### config.mk
export PLATFORM = sky130hd
export DESIGN_NAME = multicycle_control
export DESIGN_NICKNAME = d
export VERILOG_FILES = /design/src/rtl/multicycle_pkg.sv /design/src/rtl/instr_legality_check.sv /design/src/rtl/multicycle_control.sv
export SDC_FILE = /design/constraint.sdc
export NUM_CORES = 1
export LEC_CHECK = 0
export CAP_MARGIN = 20
export CORE_MARGIN = 2
export CORE_UTILIZATION = 56
export DETAILED_ROUTE_END_ITERATION = 7
export DONT_BUFFER_PORTS = 1
export PLACE_DENSITY = 0.75
export SLEW_MARGIN = 20
export SYNTH_ARGS = -nofsm -noshare
export SYNTH_HDL_FRONTEND = slang
export SYNTH_SLANG_ARGS = --single-unit
### constraint.sdc
create_clock -name clk -period 4.3 [get_ports clk]
set_input_delay 0.86 -clock clk [delete_from_list [all_inputs] [get_ports clk]]
set_output_delay 0.86 -clock clk [all_outputs]
set_load 0.02 [all_outputs]
### src/rtl/multicycle_pkg.sv
// Shared encodings for the multi-cycle control sequencer: FSM states,
// RV32I opcodes and the select codes driven onto the datapath.
package multicycle_pkg;

    typedef enum logic [2:0] {
        S_IDLE   = 3'd0,
        S_FETCH  = 3'd1,
        S_DECODE = 3'd2,
        S_EXEC   = 3'd3,
        S_MEM    = 3'd4,
        S_WB     = 3'd5,
        S_TRAP   = 3'd6
    } state_t;

    localparam logic [6:0] OP_R      = 7'b0110011;
    localparam logic [6:0] OP_IALU   = 7'b0010011;
    localparam logic [6:0] OP_LOAD   = 7'b0000011;
    localparam logic [6:0] OP_STORE  = 7'b0100011;
    localparam logic [6:0] OP_BRANCH = 7'b1100011;
    localparam logic [6:0] OP_JAL    = 7'b1101111;
    localparam logic [6:0] OP_JALR   = 7'b1100111;

    localparam logic [1:0] ALUOP_ADD  = 2'b00;
    localparam logic [1:0] ALUOP_BR   = 2'b01;
    localparam logic [1:0] ALUOP_R    = 2'b10;
    localparam logic [1:0] ALUOP_JUMP = 2'b11;

    localparam logic [1:0] PCSRC_PLUS4 = 2'b00;
    localparam logic [1:0] PCSRC_IMM   = 2'b01;
    localparam logic [1:0] PCSRC_ALU   = 2'b10;

    localparam logic [1:0] WB_ALU = 2'b00;
    localparam logic [1:0] WB_MEM = 2'b01;
    localparam logic [1:0] WB_PC4 = 2'b10;

endpackage

### src/rtl/instr_legality_check.sv
// Combinational legality decode for the supported RV32I subset; kept apart
// from the sequencer so a pipelined decoder can reuse it.
module instr_legality_check
    import multicycle_pkg::*;
(
    input  logic [6:0] opcode,
    input  logic [2:0] funct3,
    input  logic [6:0] funct7,
    output logic       legal
);

    always_comb begin
        legal = 1'b0;
        case (opcode)
            OP_R: begin
                if (funct3 inside {3'b000, 3'b001, 3'b101, 3'b110, 3'b111}) begin
                    // Alternate funct7 only exists for sub and sra.
                    legal = (funct7 == 7'b0000000) ||
                            ((funct7 == 7'b0100000) && (funct3 inside {3'b000, 3'b101}));
                end
            end
            OP_IALU: begin
                if (funct3 == 3'b101) begin
                    legal = ~funct7[5];
                end else begin
                    legal = funct3 inside {3'b000, 3'b001, 3'b111};
                end
            end
            OP_LOAD:          legal = funct3 inside {3'b000, 3'b010, 3'b100};
            OP_STORE:         legal = funct3 inside {3'b000, 3'b010};
            OP_BRANCH:        legal = funct3 inside {3'b000, 3'b001, 3'b100, 3'b101};
            OP_JAL, OP_JALR:  legal = 1'b1;
            default:          legal = 1'b0;
        endcase
    end

endmodule

### src/rtl/multicycle_control.sv
// Multi-cycle control sequencer: steps each instruction through
// FETCH/DECODE/EXEC/MEM/WB and drives the shared single-ALU datapath.
module multicycle_control
    import multicycle_pkg::*;
#(
    parameter int unsigned STALL_LIMIT = 0,
    parameter int unsigned CNT_WIDTH   = 32
)
(
    input  logic                 clk,
    input  logic                 rst,
    input  logic [31:0]          instrIn,
    input  logic                 memReady,
    input  logic                 zeroFlag,
    output logic                 memReq,
    output logic                 memRead,
    output logic                 memWrite,
    output logic                 iorD,
    output logic                 irWrite,
    output logic                 regWrite,
    output logic [1:0]           wbSel,
    output logic                 pcWrite,
    output logic [1:0]           pcSrc,
    output logic [1:0]           ALUOp,
    output logic                 ALUSrc,
    output logic [2:0]           funct3,
    output logic                 i30,
    output logic [31:0]          instr,
    output logic                 illegalInstr,
    output logic                 busError,
    output logic [CNT_WIDTH-1:0] instret,
    output logic [2:0]           state_out
);

    state_t                 r_state;
    state_t                 w_next;
    logic [31:0]            r_instr;
    logic [CNT_WIDTH-1:0]   r_instret;
    logic                   r_illegal;
    logic                   r_bus_err;
    logic [31:0]            r_stall_cnt;

    logic [6:0]             w_opcode;
    logic                   w_legal;
    logic                   w_is_r;
    logic                   w_is_load;
    logic                   w_is_store;
    logic                   w_taken;
    logic                   w_waiting;
    logic [31:0]            w_stall_inc;
    logic                   w_timeout;
    logic                   w_retire;
    logic                   w_set_illegal;
    logic                   w_set_bus_err;

    assign w_opcode   = r_instr[6:0];
    assign w_is_r     = (w_opcode == OP_R);
    assign w_is_load  = (w_opcode == OP_LOAD);
    assign w_is_store = (w_opcode == OP_STORE);
    assign w_taken    = (r_instr[14:12] == 3'b001) ? ~zeroFlag : zeroFlag;

    // The stall counter restarts on every state entry, so it only ever
    // measures the current wait on memReady.
    assign w_waiting   = ((r_state == S_FETCH) || (r_state == S_MEM)) && !memReady;
    assign w_stall_inc = r_stall_cnt + 32'd1;
    assign w_timeout   = (STALL_LIMIT != 0) && w_waiting && (w_stall_inc == STALL_LIMIT);

    instr_legality_check u_legality (
        .opcode (w_opcode),
        .funct3 (r_instr[14:12]),
        .funct7 (r_instr[31:25]),
        .legal  (w_legal)
    );

    always_ff @(posedge clk or posedge rst) begin
        if (rst) begin
            r_state     <= S_IDLE;
            r_instr     <= 32'd0;
            r_instret   <= '0;
            r_illegal   <= 1'b0;
            r_bus_err   <= 1'b0;
            r_stall_cnt <= 32'd0;
        end else begin
            r_state <= w_next;
            if (irWrite) r_instr <= instrIn;
            if (w_retire) r_instret <= r_instret + CNT_WIDTH'(1);
            if (w_set_illegal) r_illegal <= 1'b1;
            if (w_set_bus_err) r_bus_err <= 1'b1;
            if (w_next != r_state) begin
                r_stall_cnt <= 32'd0;
            end else if (w_waiting) begin
                r_stall_cnt <= w_stall_inc;
            end
        end
    end

    always_comb begin
        w_next        = r_state;
        memReq        = 1'b0;
        memRead       = 1'b0;
        memWrite      = 1'b0;
        iorD          = 1'b0;
        irWrite       = 1'b0;
        regWrite      = 1'b0;
        wbSel         = WB_ALU;
        pcWrite       = 1'b0;
        pcSrc         = PCSRC_PLUS4;
        w_retire      = 1'b0;
        w_set_illegal = 1'b0;
        w_set_bus_err = 1'b0;
        case (r_state)
            S_IDLE: w_next = S_FETCH;
            S_FETCH: begin
                memReq  = 1'b1;
                memRead = 1'b1;
                if (memReady) begin
                    irWrite = 1'b1;
                    w_next  = S_DECODE;
                end else if (w_timeout) begin
                    w_set_bus_err = 1'b1;
                    w_next        = S_TRAP;
                end
            end
            S_DECODE: begin
                w_set_illegal = !w_legal;
                w_next        = w_legal ? S_EXEC : S_TRAP;
            end
            S_EXEC: begin
                case (w_opcode)
                    OP_R, OP_IALU:     w_next = S_WB;
                    OP_LOAD, OP_STORE: w_next = S_MEM;
                    OP_BRANCH: begin
                        pcWrite  = 1'b1;
                        pcSrc    = w_taken ? PCSRC_IMM : PCSRC_PLUS4;
                        w_retire = 1'b1;
                        w_next   = S_FETCH;
                    end
                    OP_JAL, OP_JALR: begin
                        regWrite = 1'b1;
                        wbSel    = WB_PC4;
                        pcWrite  = 1'b1;
                        pcSrc    = (w_opcode == OP_JAL) ? PCSRC_IMM : PCSRC_ALU;
                        w_retire = 1'b1;
                        w_next   = S_FETCH;
                    end
                    default:           w_next = S_TRAP;
                endcase
            end
            S_MEM: begin
                memReq   = 1'b1;
                iorD     = 1'b1;
                memRead  = w_is_load;
                memWrite = w_is_store;
                if (memReady) begin
                    if (w_is_store) begin
                        pcWrite  = 1'b1;
                        w_retire = 1'b1;
                        w_next   = S_FETCH;
                    end else begin
                        w_next = S_WB;
                    end
                end else if (w_timeout) begin
                    w_set_bus_err = 1'b1;
                    w_next        = S_TRAP;
                end
            end
            S_WB: begin
                regWrite = 1'b1;
                wbSel    = w_is_load ? WB_MEM : WB_ALU;
                pcWrite  = 1'b1;
                w_retire = 1'b1;
                w_next   = S_FETCH;
            end
            S_TRAP:  w_next = S_TRAP;
            default: w_next = S_IDLE;
        endcase
    end

    always_comb begin
        ALUOp  = ALUOP_ADD;
        ALUSrc = 1'b0;
        if ((r_state == S_EXEC) || (r_state == S_MEM) || (r_state == S_WB)) begin
            case (w_opcode)
                OP_R:                       ALUOp = ALUOP_R;
                OP_IALU, OP_LOAD, OP_STORE: ALUSrc = 1'b1;
                OP_BRANCH:                  ALUOp = ALUOP_BR;
                OP_JAL, OP_JALR: begin
                    ALUOp  = ALUOP_JUMP;
                    ALUSrc = 1'b1;
                end
                default: begin
                    ALUOp  = ALUOP_ADD;
                    ALUSrc = 1'b0;
                end
            endcase
        end
    end

    assign funct3       = r_instr[14:12];
    assign i30          = w_is_r & r_instr[30];
    assign instr        = r_instr;
    assign illegalInstr = r_illegal;
    assign busError     = r_bus_err;
    assign instret      = r_instret;
    assign state_out    = r_state;

endmodule

==> metrics.md <==
| Metric | Value |
|---|---|
| Placed cell areas | 3280 um2 |
| Port Buffers | 0 |
| RSZ-0062 raised after global routing | no |
| Placed cell count | 344 |
| TritonCTS Buffers | 9 |
| Pwr Density | around 700 nW/um2 |
| Final Hold Vio Count | 0 |
| CTS tree | built |
| Die area | 6430 um2 |
| Fin worst setup slack | between 1 and 1.5 ns |
| Post-route cell area | 3490 um2 |
| CP Launch Type | flip-flop |
| Status | finished clean |
| Non-filler instance count after layout | between 300 and 400 |
| DRT Pass-1 Iters | 4 |
| Worst-Skew Late Latency | between 0.3 and 0.4 ns |
| GRT Util Overall | 22.4% |
| Routability cong. | 0.859 |
| R2R depth | 4 |
| Hold buffers post-CTS | 0 |
| Resize count post-CTS | 0 |
| Vias per cell | just over 6 |
| Syn Area/Cell | approximately 11 um2 |
| Layout overhead on the synthesized area | 7.59% |
| FMAX | 0.311 GHz |
| Area contributors post-synth | dfrtp_1, mux2_2, xnor2_1, nand3_1, nand2_1 |
| WL/cell | 19.1 um |
| Area leader, netlist | dfrtp_1 |
| # IOs | 123 |
| Setup TNS | 0 ns |
| Final Max Slew Viols | 0 |
| First-pass GRT wire length | 10.9 mm |
| CP max FO | 9 |
| DR iter-0 viols | 146 |
| Relative slew slack | 49.5% |
| Cell Area, Synth | 3250 um2 |
| Die Ht | 80.2 um |
| Top-count cell post-synth | dfrtp_1 |
| H-Tree Depth | 3 |
| Row count | 27 |
| Pre-CTS setup slack | 1.46 ns |
| Yosys cell types | 44 |
| Crit. End Element | output port |
| Synth Register Bits | 68 |
| Clock Skews | 0.00846 ns |
| Async SR Flop Fraction | 100% |
| Crit path kind | reg -> out |
| Seq/Total Area, Yosys | 52.4% |
| Arrival @ worst endpoint | 2.35 ns |
| Syn_nets | 321 |
| Final setup fails | 0 |
| Hold WS | 0.519 ns |
| Initial antenna violation count | 1 |
| Post-synth EDFFs | 0 |
| Utilization after layout | 63.1% |
| Core region area | 5540 um2 |
| DRC viols | 0 |
| Starting density of the core | 58.6% |
| Lkg Pwr | between 1 and 1.5 nW |
| Synth Warn # | 0 |
| Total length of routed wires | 6.91 mm |
| Most common flop cell mapped by yosys | dfrtp_1 |
| Clock Pin Slew Worst Setup and Hold Paths | around 0.070 ns |
| Number of global-route vias before repair | roughly 2,200 |
| Period utilization | 74.7% |
| Synth top area share | 52.4% |
| Total number of vias | 2,231 |
| R2R Setup Slk | 1.89 ns |
| Overall power after layout | 2.45 mW |
| Root buf cell | clkbuf_8 |
| Worst hold path class | in -> async |
| RR Endpoint | instret[1]$_DFFE_PP0P_ |
| Fin nets | 320 |
| Worst IR Drop VDD | around 0.42 mV |
| Die X | 80.2 um |
| Fin crit period | 3.21 ns |
| DP HPWL | 4.89 mm |
| Bufs on Longest Clock Path | 2 |
| Post-Syn Instances | 284 |
| Post-synth top cells | dfrtp_1, mux2_2, xnor2_1 |
| Fill cells | 454 |
| RR Startpoint | instr[5]$_DFFE_PP0P_ |
| Grt ovf | 0 |
| Antenna-violating nets left | 0 |
| Share of layout cells above drive strength 1 | between 10% and 20% |
| Worst EP required | 3.44 ns |
| Worst slew pin tran | 0.752 ns |
| Post-CTS setup buffers | 0 |
| Pin count of the biggest net entering global routing | 36 |
| MaxCap Viol Count | 0 |
| Total clock sinks | 68 |
[sequential cells by signal (all words and copies together), names as in the netlist]
signal / count
instret: 32
instr: 32
state_out: 3
illegalInstr: 1
[cell type report]
cell class	count	area, um2	area share (%)
multi-input cells	197	1460	41.9
clock inverters	4	47.5	1.36
repair buffers	2	15.0	0.430
flip-flops and latches	68	1700	48.7
diodes	1	2.50	0.0716
well taps	72	90.1	2.58
clock buffers	12	155	4.44
inverters	5	18.8	0.537
[metal layers]
layer / GRT usage (%) / up-vias / share of wire, %
met5: 0 / - / 0
met4: 11.2 / 0 / 2.0
met3: 7.98 / 11 / 7.5
met2: 33.3 / 89 / 49
met1: 29.0 / 1115 / 42
li1: - / 1016 / -
[how the worst max path moves through the flow]
stage | start | to | slack (ns)
after global routing | instr[3]$_DFFE_PP0P_ | memRead | 0.95
after floorplan | instr[3]$_DFFE_PP0P_ | memRead | 1.57
after CTS | instr[3]$_DFFE_PP0P_ | memRead | 1.08
after global placement | instr[3]$_DFFE_PP0P_ | memRead | 1.54
after detailed placement | instr[3]$_DFFE_PP0P_ | memRead | 1.46
final | instr[3]$_DFFE_PP0P_ | memRead | 1.09
[placed cells by master, fill, tap and decap left out, types with 4 or more instances in the layout]
cell      instances
dfrtp_1          68
mux2_2           31
xnor2_1          29
nand3_1          20
nand2_1          19
nand4_1          11
clkbuf_8         11
and3_1           10
nor2_1           10
and4_1            8
a21oi_1           6
nand2b_1          5
and2_1            5
inv_1             4
nor3_1            4
[report_power, final]
group          switching, mW  internal [mW]
Sequential             0.527          0.831
Combinational          0.282          0.281
Clock                  0.233          0.298
Total                   1.04           1.41
[critical path, cell delays in order (launching register included)]
cell and delay (ns):
dfrtp_1 0.50, and4bb_2 0.41, and2_1 0.30, nor3b_1 0.29, nand3b_1 0.11, a21oi_1 0.41
[logic make-up (layout without fill, tap and decap cells)]
logic type | after synthesis | count (layout) | share of synthesized area [%]
AO/OA/AOI/OAI | 26 | 26 | 5.93
buffers and inverters | 19 | 23 | 2.93
XOR/XNOR | 32 | 32 | 8.63
flip-flops | 68 | 68 | 52.4
multiplexers | 32 | 32 | 11.1
adder cells (fa/ha/maj) | 1 | 1 | 0.385
other | 1 | 2 | 0.115
AND/OR/NAND/NOR | 105 | 105 | 18.5
Power figures use the tool's default switching activity.
